`src/rtl/add_accumulator_if.sv`:
```
// Byte-stream input handshake and packet-result output handshake of add_accumulator.
interface add_accumulator_if;
  logic        in_valid;
  logic        in_ready;
  logic [7:0]  in_data;
  logic        in_last;
  logic        out_valid;
  logic        out_ready;
  logic [15:0] out_sum;
  logic [7:0]  out_count;
  logic        out_ovf;

  modport master (
    output in_valid, in_data, in_last, out_ready,
    input  in_ready, out_valid, out_sum, out_count, out_ovf
  );

  modport slave (
    input  in_valid, in_data, in_last, out_ready,
    output in_ready, out_valid, out_sum, out_count, out_ovf
  );
endinterface

```
`src/rtl/add_accumulator.sv`:
```
// 16-bit packet sum built around an external 8-bit adder; result valid 1 cycle after the last byte,
// in_ready held low until out_ready drains it. ADD_ACC_SAT_EN saturates the sum at 16'hFFFF on overflow.
module add_accumulator #(
  parameter int unsigned MAX_BYTES = 255
) (
  input  logic             clk,
  input  logic             rst_n,
  add_accumulator_if.slave bus,
  output logic [7:0]       add_a,
  output logic [7:0]       add_b,
  input  logic [7:0]       add_r,
  input  logic             add_cout
);
  typedef enum logic [1:0] {IDLE, ACC, DONE} state_t;

  state_t     state;
  logic [7:0] acc_lo;
  logic [7:0] acc_hi;
  logic [7:0] count;
  logic       ovf;
  logic       in_ready_q;
  logic       out_valid_q;
  logic       accept;
  logic       close;
  logic       wrap;
  logic [8:0] count_nxt;

  assign add_a     = acc_lo;
  assign add_b     = bus.in_data;
  assign accept    = bus.in_valid && in_ready_q;
  assign count_nxt = {1'b0, count} + 9'd1;
  // in_last and the byte limit landing together still yield one close
  assign close     = bus.in_last || (count_nxt == 9'(MAX_BYTES));
  assign wrap      = (acc_hi == 8'hFF) && add_cout;

  assign bus.in_ready  = in_ready_q;
  assign bus.out_valid = out_valid_q;
  assign bus.out_sum   = {acc_hi, acc_lo};
  assign bus.out_count = count;
  assign bus.out_ovf   = ovf;

  always_ff @(posedge clk or negedge rst_n) begin
    if (!rst_n) begin
      state       <= IDLE;
      acc_lo      <= 8'h00;
      acc_hi      <= 8'h00;
      count       <= 8'h00;
      ovf         <= 1'b0;
      in_ready_q  <= 1'b1;
      out_valid_q <= 1'b0;
    end else begin
      case (state)
        IDLE, ACC: begin
          if (accept) begin
            count <= count_nxt[7:0];
            if (wrap) ovf <= 1'b1;
`ifdef ADD_ACC_SAT_EN
            if (wrap || ovf) begin
              acc_lo <= 8'hFF;
              acc_hi <= 8'hFF;
            end else begin
              acc_lo <= add_r;
              acc_hi <= acc_hi + {7'd0, add_cout};
            end
`else
            acc_lo <= add_r;
            acc_hi <= acc_hi + {7'd0, add_cout};
`endif
            if (close) begin
              state       <= DONE;
              in_ready_q  <= 1'b0;
              out_valid_q <= 1'b1;
            end else begin
              state <= ACC;
            end
          end
        end
        DONE: begin
          // result stays frozen until the writeback takes it
          if (bus.out_ready) begin
            state       <= IDLE;
            acc_lo      <= 8'h00;
            acc_hi      <= 8'h00;
            count       <= 8'h00;
            ovf         <= 1'b0;
            in_ready_q  <= 1'b1;
            out_valid_q <= 1'b0;
          end
        end
        default: begin
          state       <= IDLE;
          in_ready_q  <= 1'b1;
          out_valid_q <= 1'b0;
        end
      endcase
    end
  end
endmodule

```
`src/flat_wrapper.sv`:
```
// flat-port wrapper written by rule: the top's interface ports become plain ports
module add_accumulator_flat 
#(
  parameter int unsigned MAX_BYTES = 255
)
  (clk, rst_n, add_a, add_b, add_r, add_cout, bus_in_valid, bus_in_data, bus_in_last, bus_out_ready, bus_in_ready, bus_out_valid, bus_out_sum, bus_out_count, bus_out_ovf);
  add_accumulator_if bus_i ();
  input  logic clk;
  input  logic rst_n;
  output logic [7:0] add_a;
  output logic [7:0] add_b;
  input  logic [7:0] add_r;
  input  logic add_cout;
  input wire logic [$bits(bus_i.in_valid)-1:0] bus_in_valid;
  input wire logic [$bits(bus_i.in_data)-1:0] bus_in_data;
  input wire logic [$bits(bus_i.in_last)-1:0] bus_in_last;
  input wire logic [$bits(bus_i.out_ready)-1:0] bus_out_ready;
  output wire logic [$bits(bus_i.in_ready)-1:0] bus_in_ready;
  output wire logic [$bits(bus_i.out_valid)-1:0] bus_out_valid;
  output wire logic [$bits(bus_i.out_sum)-1:0] bus_out_sum;
  output wire logic [$bits(bus_i.out_count)-1:0] bus_out_count;
  output wire logic [$bits(bus_i.out_ovf)-1:0] bus_out_ovf;
  assign bus_i.in_valid = bus_in_valid;
  assign bus_i.in_data = bus_in_data;
  assign bus_i.in_last = bus_in_last;
  assign bus_i.out_ready = bus_out_ready;
  assign bus_in_ready = bus_i.in_ready;
  assign bus_out_valid = bus_i.out_valid;
  assign bus_out_sum = bus_i.out_sum;
  assign bus_out_count = bus_i.out_count;
  assign bus_out_ovf = bus_i.out_ovf;
  add_accumulator #(.MAX_BYTES(MAX_BYTES)) u_core (.clk(clk), .rst_n(rst_n), .bus(bus_i), .add_a(add_a), .add_b(add_b), .add_r(add_r), .add_cout(add_cout));
endmodule
```
`config.mk`:
```
export PLATFORM = sky130hd
export DESIGN_NAME = add_accumulator_flat
export DESIGN_NICKNAME = d
export VERILOG_FILES = /design/src/rtl/add_accumulator_if.sv /design/src/rtl/add_accumulator.sv /design/src/flat_wrapper.sv
export SDC_FILE = /design/constraint.sdc
export NUM_CORES = 1
export LEC_CHECK = 0
export BUFFER_PORTS_ARGS = -buffer_cell sky130_fd_sc_hd__buf_2
export CORE_UTILIZATION = 47
export DETAILED_ROUTE_END_ITERATION = 10
export PLACE_DENSITY = 0.79
export REMOVE_ABC_BUFFERS = 1
export SYNTH_ARGS = -nofsm -noshare
export SYNTH_HDL_FRONTEND = slang
export SYNTH_SLANG_ARGS = --single-unit
```
`constraint.sdc`:
```
create_clock -name clk -period 2.3 [get_ports clk]
set_clock_uncertainty 0.05 [all_clocks]
set_input_delay 0.115 -clock clk [delete_from_list [all_inputs] [get_ports clk]]
set_output_delay 0.115 -clock clk [all_outputs]
set_load 0.03 [all_outputs]
```
Yosys cells after proc, flatten, opt, wreduce, memory -nomap -nowiden

Cells that the tools add are included.

Bits in registers: 29
Latch bits: 0
RAM bits: 0
ROM bits: 0
Output and inout bits: 43
Memories kept: 0

Add/subtract/negate cells: 2
Multipliers: 0
Div/mod/pow operators: 0
$lt $le $gt $ge: 0
Eq/ne operators: 8
Shift operators: 0
Mux-type cells: 22
Bitwise logic cells: 0
Reduce and logical (&&, ||, !) cells: 10

Operators by type and width:

| operator              | count |
|---|---|
| $pmux W8 S2           | 3 |
| $mux W8               | 4 |
| $add A8 B1 Y9 const B | 1 |
| $eq A9 B8 Y1 const B  | 1 |
| $add A8 B1 Y8         | 1 |
| $eq A8 B8 Y1 const B  | 1 |
| $mux W1               | 8 |
| $mux W2               | 3 |
| $ne A2 B1 Y1 const B  | 3 |
| $pmux W1 S2           | 3 |
| $reduce_and A3 Y1     | 2 |
| $pmux W2 S2           | 1 |
| $reduce_and A4 Y1     | 1 |
| $eq A2 B1 Y1 const B  | 1 |
| $eq A2 B2 Y1 const B  | 1 |
| $logic_and A1 B1 Y1   | 2 |
| $logic_not A2 Y1      | 1 |
| $ne A2 B2 Y1 const B  | 1 |
| $reduce_and A2 Y1     | 1 |
| $reduce_bool A2 Y1    | 1 |
| $reduce_or A2 Y1      | 1 |
| $logic_or A1 B1 Y1    | 1 |

Longest topological paths before layout

Gate-level depths: netlist (run 1).

Depth in word-level cells: 6
Gate-level depth with buffers: 6
Mapped depth without buffers: 6

Worst setup path before layout (run 1)

OpenSTA, ideal clock, no wires.

Kind: register to register
Start: register u_core.count[0], in the netlist u_core.bus.out_count[0]
End: register u_core.state[0]
Setup time: 119 ps
Arrival: 1678 ps
Required time: 2131 ps
Slack: 454 ps
Stages on the path, launching flop included: 7
Path through: dfrtp_1 > ha_1 > buf_2 > xor2_1 > a41oi_1 > a211o_2 > o21a_1

Cells in the longest elaborated chain, start to end: 6

Ends and longest elaborated chain:

| what                   | RTL line              | text |
|---|---|---|
| from (decl)            | add_accumulator.sv:19 | `logic [7:0] count;` |
| from (signal assigned) | add_accumulator.sv:55 | `count <= count_nxt[7:0];` |
| $add A8 B1 Y9          | add_accumulator.sv:31 | `assign count_nxt = {1'b0, count} + 9'd1;` |
| $eq A9 B8 Y1           | add_accumulator.sv:33 | `assign close = bus.in_last \|\| (count_nxt == 9'(MAX_BYTES));` |
| $logic_or A1 B1 Y1     | add_accumulator.sv:33 |  |
| $mux W2                | add_accumulator.sv:69 | `if (close) begin` |
| $mux W2                | add_accumulator.sv:54 | `if (accept) begin` |
| $pmux W2 S2            | add_accumulator.sv:52 | `case (state)` |
| to (signal assigned)   | add_accumulator.sv:44 | `state <= IDLE;` |
| to (signal assigned)   | add_accumulator.sv:70 | `state <= DONE;` |
| to (signal assigned)   | add_accumulator.sv:74 | `state <= ACC;` |
| to (decl)              | add_accumulator.sv:16 | `state_t state;` |

Every way passes these cells. The select of a mux whose other input is x is not followed.
A chain may end at the register's enable or synchronous reset.

Worst setup path after layout (run 1)

Start: register u_core.count[1], in the netlist u_core.bus.out_count[1]
End: register u_core.state[1]

Same word-level chain as after synthesis.

==> run summary, run 1 <==
Min Tclk post-route -> 1880 ps
Inserted Clock Buffers -> 5
Post-synth EDFFs -> 0
Setup slack, reg-to-reg -> 420 ps
Crit path capture -> u_core.state[1]
Grt met3 use -> 0.07424
Post-DP HPWL -> 2.332 mm
Worst-margin pin slew -> 615.8 ps
Clock insertion delay at the later pin of the skew report -> 330 ps
CP max FO -> 8
Synth Register Bits -> 29
Post-route antenna net violation count -> 0
Yosys Warn Count -> 0
Final period util -> 0.8176
M2 GR Usage -> 0.3339
# diodes -> 0
Max Buffers Root-to-Sink -> 2
WP depth -> 5
Max-slew violations -> 0
Initial antenna violation count -> 0
Post-Syn Instances -> 156
Drt drc -> 0
Fin nets -> 223
Met1 usage -> 0.2669
CTS sink cnt -> 29
CP required -> 2440 ps
Top Family by Delay on Critical Path -> flip-flops
Die W -> 59.55 um
Setup crit end kind -> register
Total gr overflow -> 0
Async S/R FF share, synth -> 1.000
Io pins -> 65
Final hold vios -> 0
Peak Freq -> 531.8 MHz
Die Y -> 59.55 um
I/O Buffers -> 48
FF-to-FF Start -> u_core.bus.out_count[1]
Cts repair resizes -> 0
Drt total wl -> 3.393 mm
Die area -> 3546 sq um
Final setup vio count -> 0
CP Data Arrival Time -> 2020 ps
DR pass1 iterations -> 4
Peak VDD IR -> 0.0003442 V
Fin Setup TNS -> 0 ps
Site Rows -> 20
Core area -> 3103 sq um
Synthesized cell area -> 1556 sq um
Crit path buffers/inverters -> 0
Vias/cell -> 5.426
WS Path Type -> register to register
Power density over the cells -> 479.1 nW/um^2
Clock Tree Root -> clkbuf_4
First-pass GRT wire length -> 5.547 mm
Post-DR wirelength/cell -> 14.02 um
HP Class -> primary input to register
Worst setup path start -> u_core.bus.out_count[1]
Crit path max-delay cell type -> dfrtp_1
Initial DRC count -> 23
Clock transition at the registers of the reported paths -> 90 ps
Vias in the first global route -> 1285
Max_slew headroom -> 0.5895
Final Power -> 0.8835 mW
Distinct cells, synth -> 38
Crit Reg-Reg Endpoint -> u_core.state[1]
Worst stage delay on the critical path -> 470 ps
Detailed-route via count -> 1313
RSZ-0062 raised after global routing -> false
Share of cells above drive strength 1 -> 0.3131
Synthesis-to-layout area growth -> 18.49%
Synth Flop Type -> dfrtp_1
Worst setup SP type -> register
Max-cap check violation count -> 0
Pin count of the biggest net entering global routing -> 30
GRT Total Usage -> 0.2146
CTS tree -> done
Post-synthesis sequential area ratio -> 0.4670
Status -> completed
Initial Util -> 0.5016
H-tree depth -> 2
Leak -> 0.9564 nW
Critical-path cell list -> ha_1, a21oi_1, o211ai_1, nor3b_1, o21ai_0
Syn Area/Cell -> 9.978 sq um
Grt peak-use layer -> met2
Cells on worst reg2reg path -> 5
RePlAce Congestion -> 0.8681
## report_power, final
part           leakage, nW  switching, mW  internal [mW]
Combinational        0.522         0.0191         0.0193
Clock               0.0382          0.187          0.149
Sequential           0.396              0          0.510
Total                0.956          0.206          0.678
## metal layers
metal	share of wire	routed length (um)
met3	0.075	253
met1	0.44	1497
met5	0	0
met4	0.014	48
met2	0.47	1592
## flip-flops by register name (all words and copies together) (netlist names)
signal,flops
u_core.acc_hi,8
u_core.add_a,8
u_core.bus.out_count,8
u_core.state,2
u_core.bus.in_ready,1
u_core.bus.out_ovf,1
u_core.bus.out_valid,1
## synth_stat cells, drive strengths merged (2+ instances only)
cell    number  share of area
nand3b       2         0.0096
o21ai       13          0.042
buf         24           0.11
o22ai        2         0.0080
a22o        11          0.062
nand3        4          0.013
xor2         5          0.028
ha           4          0.032
nand2       12          0.029
inv          4         0.0096
a21oi        4          0.013
o31ai        2         0.0096
a211o        2          0.012
nand4        3          0.012
nor2        11          0.028
dfrtp       28           0.45
and3b        2          0.011
nor3         3         0.0096
xnor2        4          0.023
and4         2          0.012
nor4         2         0.0080
## layout by cell type (no fill, tap or decap), types with 2 or more instances in the layout
master         synthesis  routed
inv_1                  4       4
nor3_1                 3       3
nand2_1               12      12
xnor2_1                4       4
a22o_1                11      11
ha_1                   4       4
buf_4                 19       2
nand3_1                4       4
o31ai_1                2       2
nand4_1                3       3
nor2_1                10      10
o22ai_1                2       2
nand3b_1               2       2
dlygate4sd3_1          0       9
o21ai_0               13      13
nor4_1                 2       2
a21oi_1                4       4
xor2_1                 5       5
buf_2                  4      48
and3b_1                2       2
clkbuf_4               0       5
dfrtp_1               28      28
## final cells by class
class / instances / area, sq um
Clock buffer: 6 / 51.30
Clock inverter: 2 / 13.76
Fill cell: 287 / 1259
Inverter: 4 / 15.01
Multi-Input combinational cell: 98 / 636.9
Sequential cell: 29 / 726.9
Tap cell: 44 / 55.05
Timing Repair Buffer: 59 / 345.3
## worst min path at each step
stage	cells after the start	from	slack, ps	to
finish	4	bus_out_ready	40	u_core.state[1]
global route	3	add_cout	70	u_core.acc_hi[0]
CTS	4	bus_out_ready	30	u_core.state[1]
detailed placement	1	rst_n	130	u_core.acc_hi[5]
global placement	1	rst_n	120	u_core.acc_hi[4]
floorplan	0	rst_n	-230	u_core.acc_hi[0]
## worst min-delay path, cell delays in order
cell and delay, ps:
buf_2 90, nor2_1 50, nand2_1 50, o21ai_0 70
## what timing repair did
action / CTS / global route
buffers inserted: 0 / 0
endpoints found under the setup margin: 0 / 0
hold buffers: 9 / 0
endpoints found under the hold margin: 36 / 0
## through the flow
stage                     area (sq um)  cells  hold WS, ps  setup slack (ps)    util
after floorplan                   1379    131       -230.6             447.8       -
after CTS                         1844    242        33.00             452.4  0.5944
final                             1844    242        44.08             419.6  0.5944
after global routing              1844    242        69.17             209.9  0.5944
after detailed placement          1689    225        132.5             478.1  0.5444
after global placement            1689    225        122.7             567.3  0.5444
## cell families (layout without fill, tap and decap cells)
logic type                 after synthesis  in the layout  synth area share
xor gates and xnor gates                 9              9           0.05064
adders and majority gates                4              4           0.03216
AOI/OAI and AO/OA                       39             39            0.1712
buffers and inverters                   29             71            0.1238
and+or+nand+nor                         46             46            0.1552
DFF                                     29             29            0.4670
Power figures use the tool's default switching activity.
==> run 2: changes to the inputs <==
CORE_UTILIZATION = 43   (was 47)
PLACE_DENSITY = 0.76   (was 0.79)
clock period = 1.55 ns   (was 2.3 ns; I/O delays follow)
==> run summary, run 2 (synthesized netlist as in run 1, its figures left out) <==
Peak VDD IR -> 0.0003747 V (+8.9%)
RePlAce Congestion -> 0.8596 (-0.98%)
Most common cell after layout, fill and taps aside -> buf_2
Final Power -> 1.339 mW (+52%)
Switching part of the total -> 0.2164 (-0.01668)
Status -> completed
Die Y -> 62.17 um (+4.4%)
Initial Util -> 0.4592 (-0.04240)
Initial DRC count -> 49 (+110%)
Final period util -> 0.9830 (+0.1654)
Max-cap check violation count -> 0 (unchanged)
HP Class -> primary input to register
CTS tree -> done
Post-DP HPWL -> 2.385 mm (+2.3%)
Clock power frac -> 0.391 (+0.011)
Total gr overflow -> 0 (unchanged)
Initial antenna violation count -> 0 (unchanged)
First-pass GRT wire length -> 5.934 mm (+7.0%)
Non-filler instance count after layout -> 262 (+8.3%)
Max Buffers Root-to-Sink -> 2 (unchanged)
Die area -> 3864 sq um (+9.0%)
Comb power frac -> 0.045 (+0.002)
Final hold vios -> 0 (unchanged)
Clock Tree Root -> clkbuf_4
WS Path Type -> register to register
Post-DR wirelength/cell -> 13.93 um (-0.66%)
Final setup vio count -> 0 (unchanged)
Net switching power -> 0.2898 mW (+41%)
CP Data Arrival Time -> 1740 ps (-280 ps)
Inserted Clock Buffers -> 5 (unchanged)
Grt peak-use layer -> met2
RSZ-0062 raised after global routing -> true
Detailed-route via count -> 1385 (+5.5%)
Drt drc -> 0 (unchanged)
Fin nets -> 241 (+8.1%)
Vias/cell -> 5.286 (-2.6%)
Drt total wl -> 3.649 mm (+7.5%)
Filler cells -> 283 (-1.4%)
CP max FO -> 6 (-2)
DR pass1 iterations -> 4 (unchanged)
Die W -> 62.17 um (+4.4%)
Worst hold slack -> 96.81 ps (+52.73 ps)
Final core occ -> 0.6165 (+0.02211)
CP required -> 1760 ps (-680 ps)
Vias in the first global route -> 1295 (+0.78%)
Clock insertion delay at the later pin of the skew report -> 330 ps (about the same)
Io pins -> 65 (unchanged)
Clock transition at the registers of the reported paths -> 90 ps (about the same)
Worst-margin pin slew -> 634.0 ps (+18.23 ps)
H-tree depth -> 2 (unchanged)
Fin Setup TNS -> 0 ps (unchanged)
Max_slew headroom -> 0.5773 (-0.01215)
I/O Buffers -> 48 (unchanged)
M2 GR Usage -> 0.3379 (+0.004044)
Site Rows -> 21 (+5.0%)
Met1 usage -> 0.2311 (-0.03582)
Post-route antenna net violation count -> 0 (unchanged)
Pin count of the biggest net entering global routing -> 30 (unchanged)
Power density over the cells -> 641.0 nW/um^2 (+34%)
Synthesis-to-layout area growth -> 34.24%
Placed instance count -> 240 (+6.7%)
Worst setup SP type -> register
Peak Freq -> 656.3 MHz (+23%)
Pint -> 1.050 mW (+55%)
# diodes -> 0 (unchanged)
Max-slew violations -> 0 (unchanged)
Min Tclk post-route -> 1524 ps (-356.8 ps)
Share of cells above drive strength 1 -> 0.4213 (+0.1082)
GRT Total Usage -> 0.2003 (-0.01427)
Core area -> 3390 sq um (+9.2%)
Commonest non-fill, non-tap cells in the layout -> buf_2 (48), dfrtp_1 (28), buf_4 (14)
Grt met3 use -> 0.05515 (-0.01909)
Setup crit end kind -> register
Leak -> 1.060 nW (+11%)
CTS sink cnt -> 29 (unchanged)
Sequential share of power -> 0.564 (-0.013)
-- run 2: cell count changes in the layout (fill, tap and decap cells not counted), sizes merged --
cell	previous run	this run
clkinv	2	1
clkbuf	6	7
dlygate4sd3	9	10
buf	50	67
-- run 2: timing repair --
action / in CTS / in global routing
hold buffers: 10 / 0
endpoints found under the hold margin: 37 / 0
pin swaps: 0 / 7
setup endpoints to repair: 4 / 9
buffers inserted: 0 / 4
gates resized for setup: 2 / 15
-- run 2: power by group through the flow --
stage | Sequential (mW) | Clock (mW) | Combinational [mW]
after floorplan | 0.771 | 0 | 0.00560
after detailed placement | 0.771 | 0 | 0.0396
after global placement | 0.771 | 0 | 0.0389
final | 0.756 | 0.523 | 0.0598
after CTS | 0.756 | 0.539 | 0.0592
after global routing | 0.756 | 0.575 | 0.0675
-- run 2: per-stage QoR --
step	cell area, sq um	setup WS, ps
2_1_floorplan	1379	-302.2
5_1_grt	2090	-39.54
6_report	2090	26.41
4_1_cts	1992	1.796
3_5_place_dp	1814	-44.09
3_3_place_gp	1814	-19.87
-- run 2: final timing paths --
check                      slack (ps)                   to               startpoint  cells past startpoint
max reg2reg                        30  u_core.bus.in_ready  u_core.bus.out_count[0]                      6
max in group asynchronous         780      u_core.add_a[4]                    rst_n                      2
min in group asynchronous         240     u_core.acc_hi[6]                    rst_n                      2
min reg2reg                       460   u_core.bus.out_ovf       u_core.bus.out_ovf                      1
min                               100     u_core.acc_hi[0]                 add_cout                      3
max                                30  u_core.bus.in_ready  u_core.bus.out_count[0]                      6
-- run 2: cell type report --
| class | count | area [sq um] | share of cell area |
|---|---|---|---|
| Clock buffer | 7 | 65.06 | 0.03114 |
| Clock inverter | 1 | 5.005 | 0.002395 |
| Inverter | 4 | 15.01 | 0.007186 |
| Multi-Input combinational cell | 98 | 700.7 | 0.3353 |
| Sequential cell | 29 | 726.9 | 0.3479 |
| Tap cell | 46 | 57.56 | 0.02754 |
| Timing Repair Buffer | 77 | 519.2 | 0.2485 |
-- run 2: worst max-delay path: stages (launching register included) --
cell,delay [ps]
dfrtp_1,420
buf_6,150
inv_2,40
ha_2,170
a41oi_2,140
a211o_1,280
o22a_1,210
-- run 2: layer usage --
layer	vias to the layer above	share of wire	routed length, um
met4	0	0.012	42
met3	4	0.062	225
met2	67	0.52	1888
met5	-	0	0
li1	657	-	-
met1	657	0.41	1491
==> run 3: changes to the inputs <==
--- a/config.mk
+++ b/config.mk
@@ -7,2 +7,3 @@
 export LEC_CHECK = 0
+export ABC_AREA = 0
 export BUFFER_PORTS_ARGS = -buffer_cell sky130_fd_sc_hd__buf_2
==> constraint.sdc (replaced) <==
create_clock -name clk -period 1.55 [get_ports clk]
set_clock_uncertainty 0.05 [all_clocks]
set_input_delay 0.2325 -clock clk [delete_from_list [all_inputs] [get_ports clk]]
set_output_delay 0.2325 -clock clk [all_outputs]
set_load 0.03 [all_outputs]
==> run summary, run 3 (synthesized netlist as in run 1, its figures left out) <==
Setup crit end kind -> register
Switching part of the total -> 0.2168 (+0.0004846)
Post-DR wirelength/cell -> 13.82 um (-0.78%)
Clock Tree Root -> clkbuf_4
Final setup vio count -> 0 (unchanged)
# diodes -> 0 (unchanged)
DR pass1 iterations -> 4 (unchanged)
CTS tree -> done
Initial antenna violation count -> 0 (unchanged)
Die W -> 62.17 um (unchanged)
Vias/cell -> 5.352 (+1.2%)
Power density over the cells -> 660.8 nW/um^2 (+3.1%)
Status -> completed
RePlAce Congestion -> 0.8596 (unchanged)
CP Data Arrival Time -> 1740 ps (about the same)
Share of cells above drive strength 1 -> 0.4396 (+0.01832)
Peak Freq -> 656.3 MHz (about the same)
GRT Total Usage -> 0.1905 (-0.009858)
Clock power frac -> 0.396 (+0.005)
Site Rows -> 21 (unchanged)
WS Path Type -> register to register
Comb power frac -> 0.032 (-0.013)
Core area -> 3390 sq um (unchanged)
Non-filler instance count after layout -> 253 (-3.4%)
Post-DP HPWL -> 2.385 mm (unchanged)
Worst setup SP type -> register
Synthesis-to-layout area growth -> 28.46%
Placed instance count -> 240 (unchanged)
Fin nets -> 232 (-3.7%)
Max_slew headroom -> 0.5778 (about the same)
Max-slew violations -> 0 (unchanged)
CP required -> 1760 ps (about the same)
H-tree depth -> 2 (unchanged)
Initial DRC count -> 47 (-4.1%)
Clock insertion delay at the later pin of the skew report -> 330 ps (about the same)
Total gr overflow -> 0 (unchanged)
Clock transition at the registers of the reported paths -> 90 ps (about the same)
Min Tclk post-route -> 1524 ps (+0.03330 ps)
Final hold vios -> 0 (unchanged)
Initial Util -> 0.4592 (unchanged)
Drt drc -> 0 (unchanged)
Net switching power -> 0.2865 mW (-1.1%)
Final period util -> 0.9830 (about the same)
Filler cells -> 285 (+0.71%)
Max-cap check violation count -> 0 (unchanged)
I/O Buffers -> 48 (unchanged)
Inserted Clock Buffers -> 5 (unchanged)
RSZ-0062 raised after global routing -> true
Max Buffers Root-to-Sink -> 2 (unchanged)
Leak -> 1.023 nW (-3.5%)
Post-route antenna net violation count -> 0 (unchanged)
Detailed-route via count -> 1354 (-2.2%)
Drt total wl -> 3.496 mm (-4.2%)
Pint -> 1.035 mW (-1.4%)
HP Class -> primary input to register
Most common cell after layout, fill and taps aside -> buf_2
CTS sink cnt -> 29 (unchanged)
Die area -> 3864 sq um (unchanged)
Commonest non-fill, non-tap cells in the layout -> buf_2 (48), dfrtp_1 (28), buf_4 (14)
First-pass GRT wire length -> 5.651 mm (-4.8%)
CP max FO -> 6 (unchanged)
Die Y -> 62.17 um (unchanged)
Pin count of the biggest net entering global routing -> 30 (unchanged)
Peak VDD IR -> 0.0003661 V (-2.3%)
Sequential share of power -> 0.572 (+0.008)
Worst-margin pin slew -> 633.3 ps (-0.6825 ps)
Io pins -> 65 (unchanged)
Fin Setup TNS -> 0 ps (unchanged)
Vias in the first global route -> 1228 (-5.2%)
run 3: changes by cell type in the layout (fill, tap and decap cells not counted):
cell and delta:
dlygate4sd3_1 -9
run 3: final cells by class:
class / instances / area, sq um / share of cell area
Clock buffer: 7 / 65.06 / 0.03254
Clock inverter: 1 / 5.005 / 0.002503
Inverter: 4 / 15.01 / 0.007509
Multi-Input combinational cell: 98 / 700.7 / 0.3504
Sequential cell: 29 / 726.9 / 0.3636
Tap cell: 46 / 57.56 / 0.02879
Timing Repair Buffer: 68 / 429.2 / 0.2146
run 3: layer usage:
metal  vias up  GRT usage  routed length (um)
met5         -          0                   0
met4         0     0.1047                  42
met3         4    0.05515                 227
met2        63     0.3091                1767
met1       647     0.2264                1458
li1        640          -                   -
run 3: final timing paths:
| check | depth (start not counted) | slack, ps | endpoint | from |
|---|---|---|---|---|
| worst max-delay path | 6 | 30 | u_core.bus.in_ready | u_core.bus.out_count[0] |
| worst min-delay path | 2 | 70 | u_core.add_a[2] | add_r[2] |
| worst max register to register | 6 | 30 | u_core.bus.in_ready | u_core.bus.out_count[0] |
| worst min register to register | 1 | 460 | u_core.bus.out_ovf | u_core.bus.out_ovf |
| max in group asynchronous | 2 | 630 | u_core.add_a[4] | rst_n |
| min in group asynchronous | 2 | 400 | u_core.acc_hi[6] | rst_n |
run 3: stage by stage:
stage               area [sq um]  worst slack (ps)  utilization  hold slack (ps)  power, mW
global placement            1814            -19.87       0.5353            238.9     0.8098
finish                      1999             26.38       0.5899            69.91      1.321
global route                1999            -39.54       0.5899            61.86      1.380
detailed placement          1814            -44.09       0.5353            244.8     0.8105
floorplan                   1379            -302.2            -           -113.1     0.7767
CTS                         1902             1.796       0.5611            55.70      1.337
run 3: power by group through the flow:
stage / Sequential, mW / Combinational, mW / Clock, mW
2_1_floorplan: 0.771 / 0.00560 / 0
3_3_place_gp: 0.771 / 0.0389 / 0
3_5_place_dp: 0.771 / 0.0396 / 0
4_1_cts: 0.756 / 0.0421 / 0.539
5_1_grt: 0.756 / 0.0487 / 0.575
6_report: 0.756 / 0.0422 / 0.523
run 3: repair_timing:
action	CTS	global route
resized for setup	2	15
hold buffers	1	0
endpoints found under the setup margin	4	9
hold endpoints to repair	28	0
buffers inserted	0	4
pin swaps	0	7
run 3: worst max-delay path: stages, from the launching register on:
cell	delay, ps
dfrtp_1	420
buf_6	150
inv_2	40
ha_2	170
a41oi_2	140
a211o_1	280
o22a_1	210
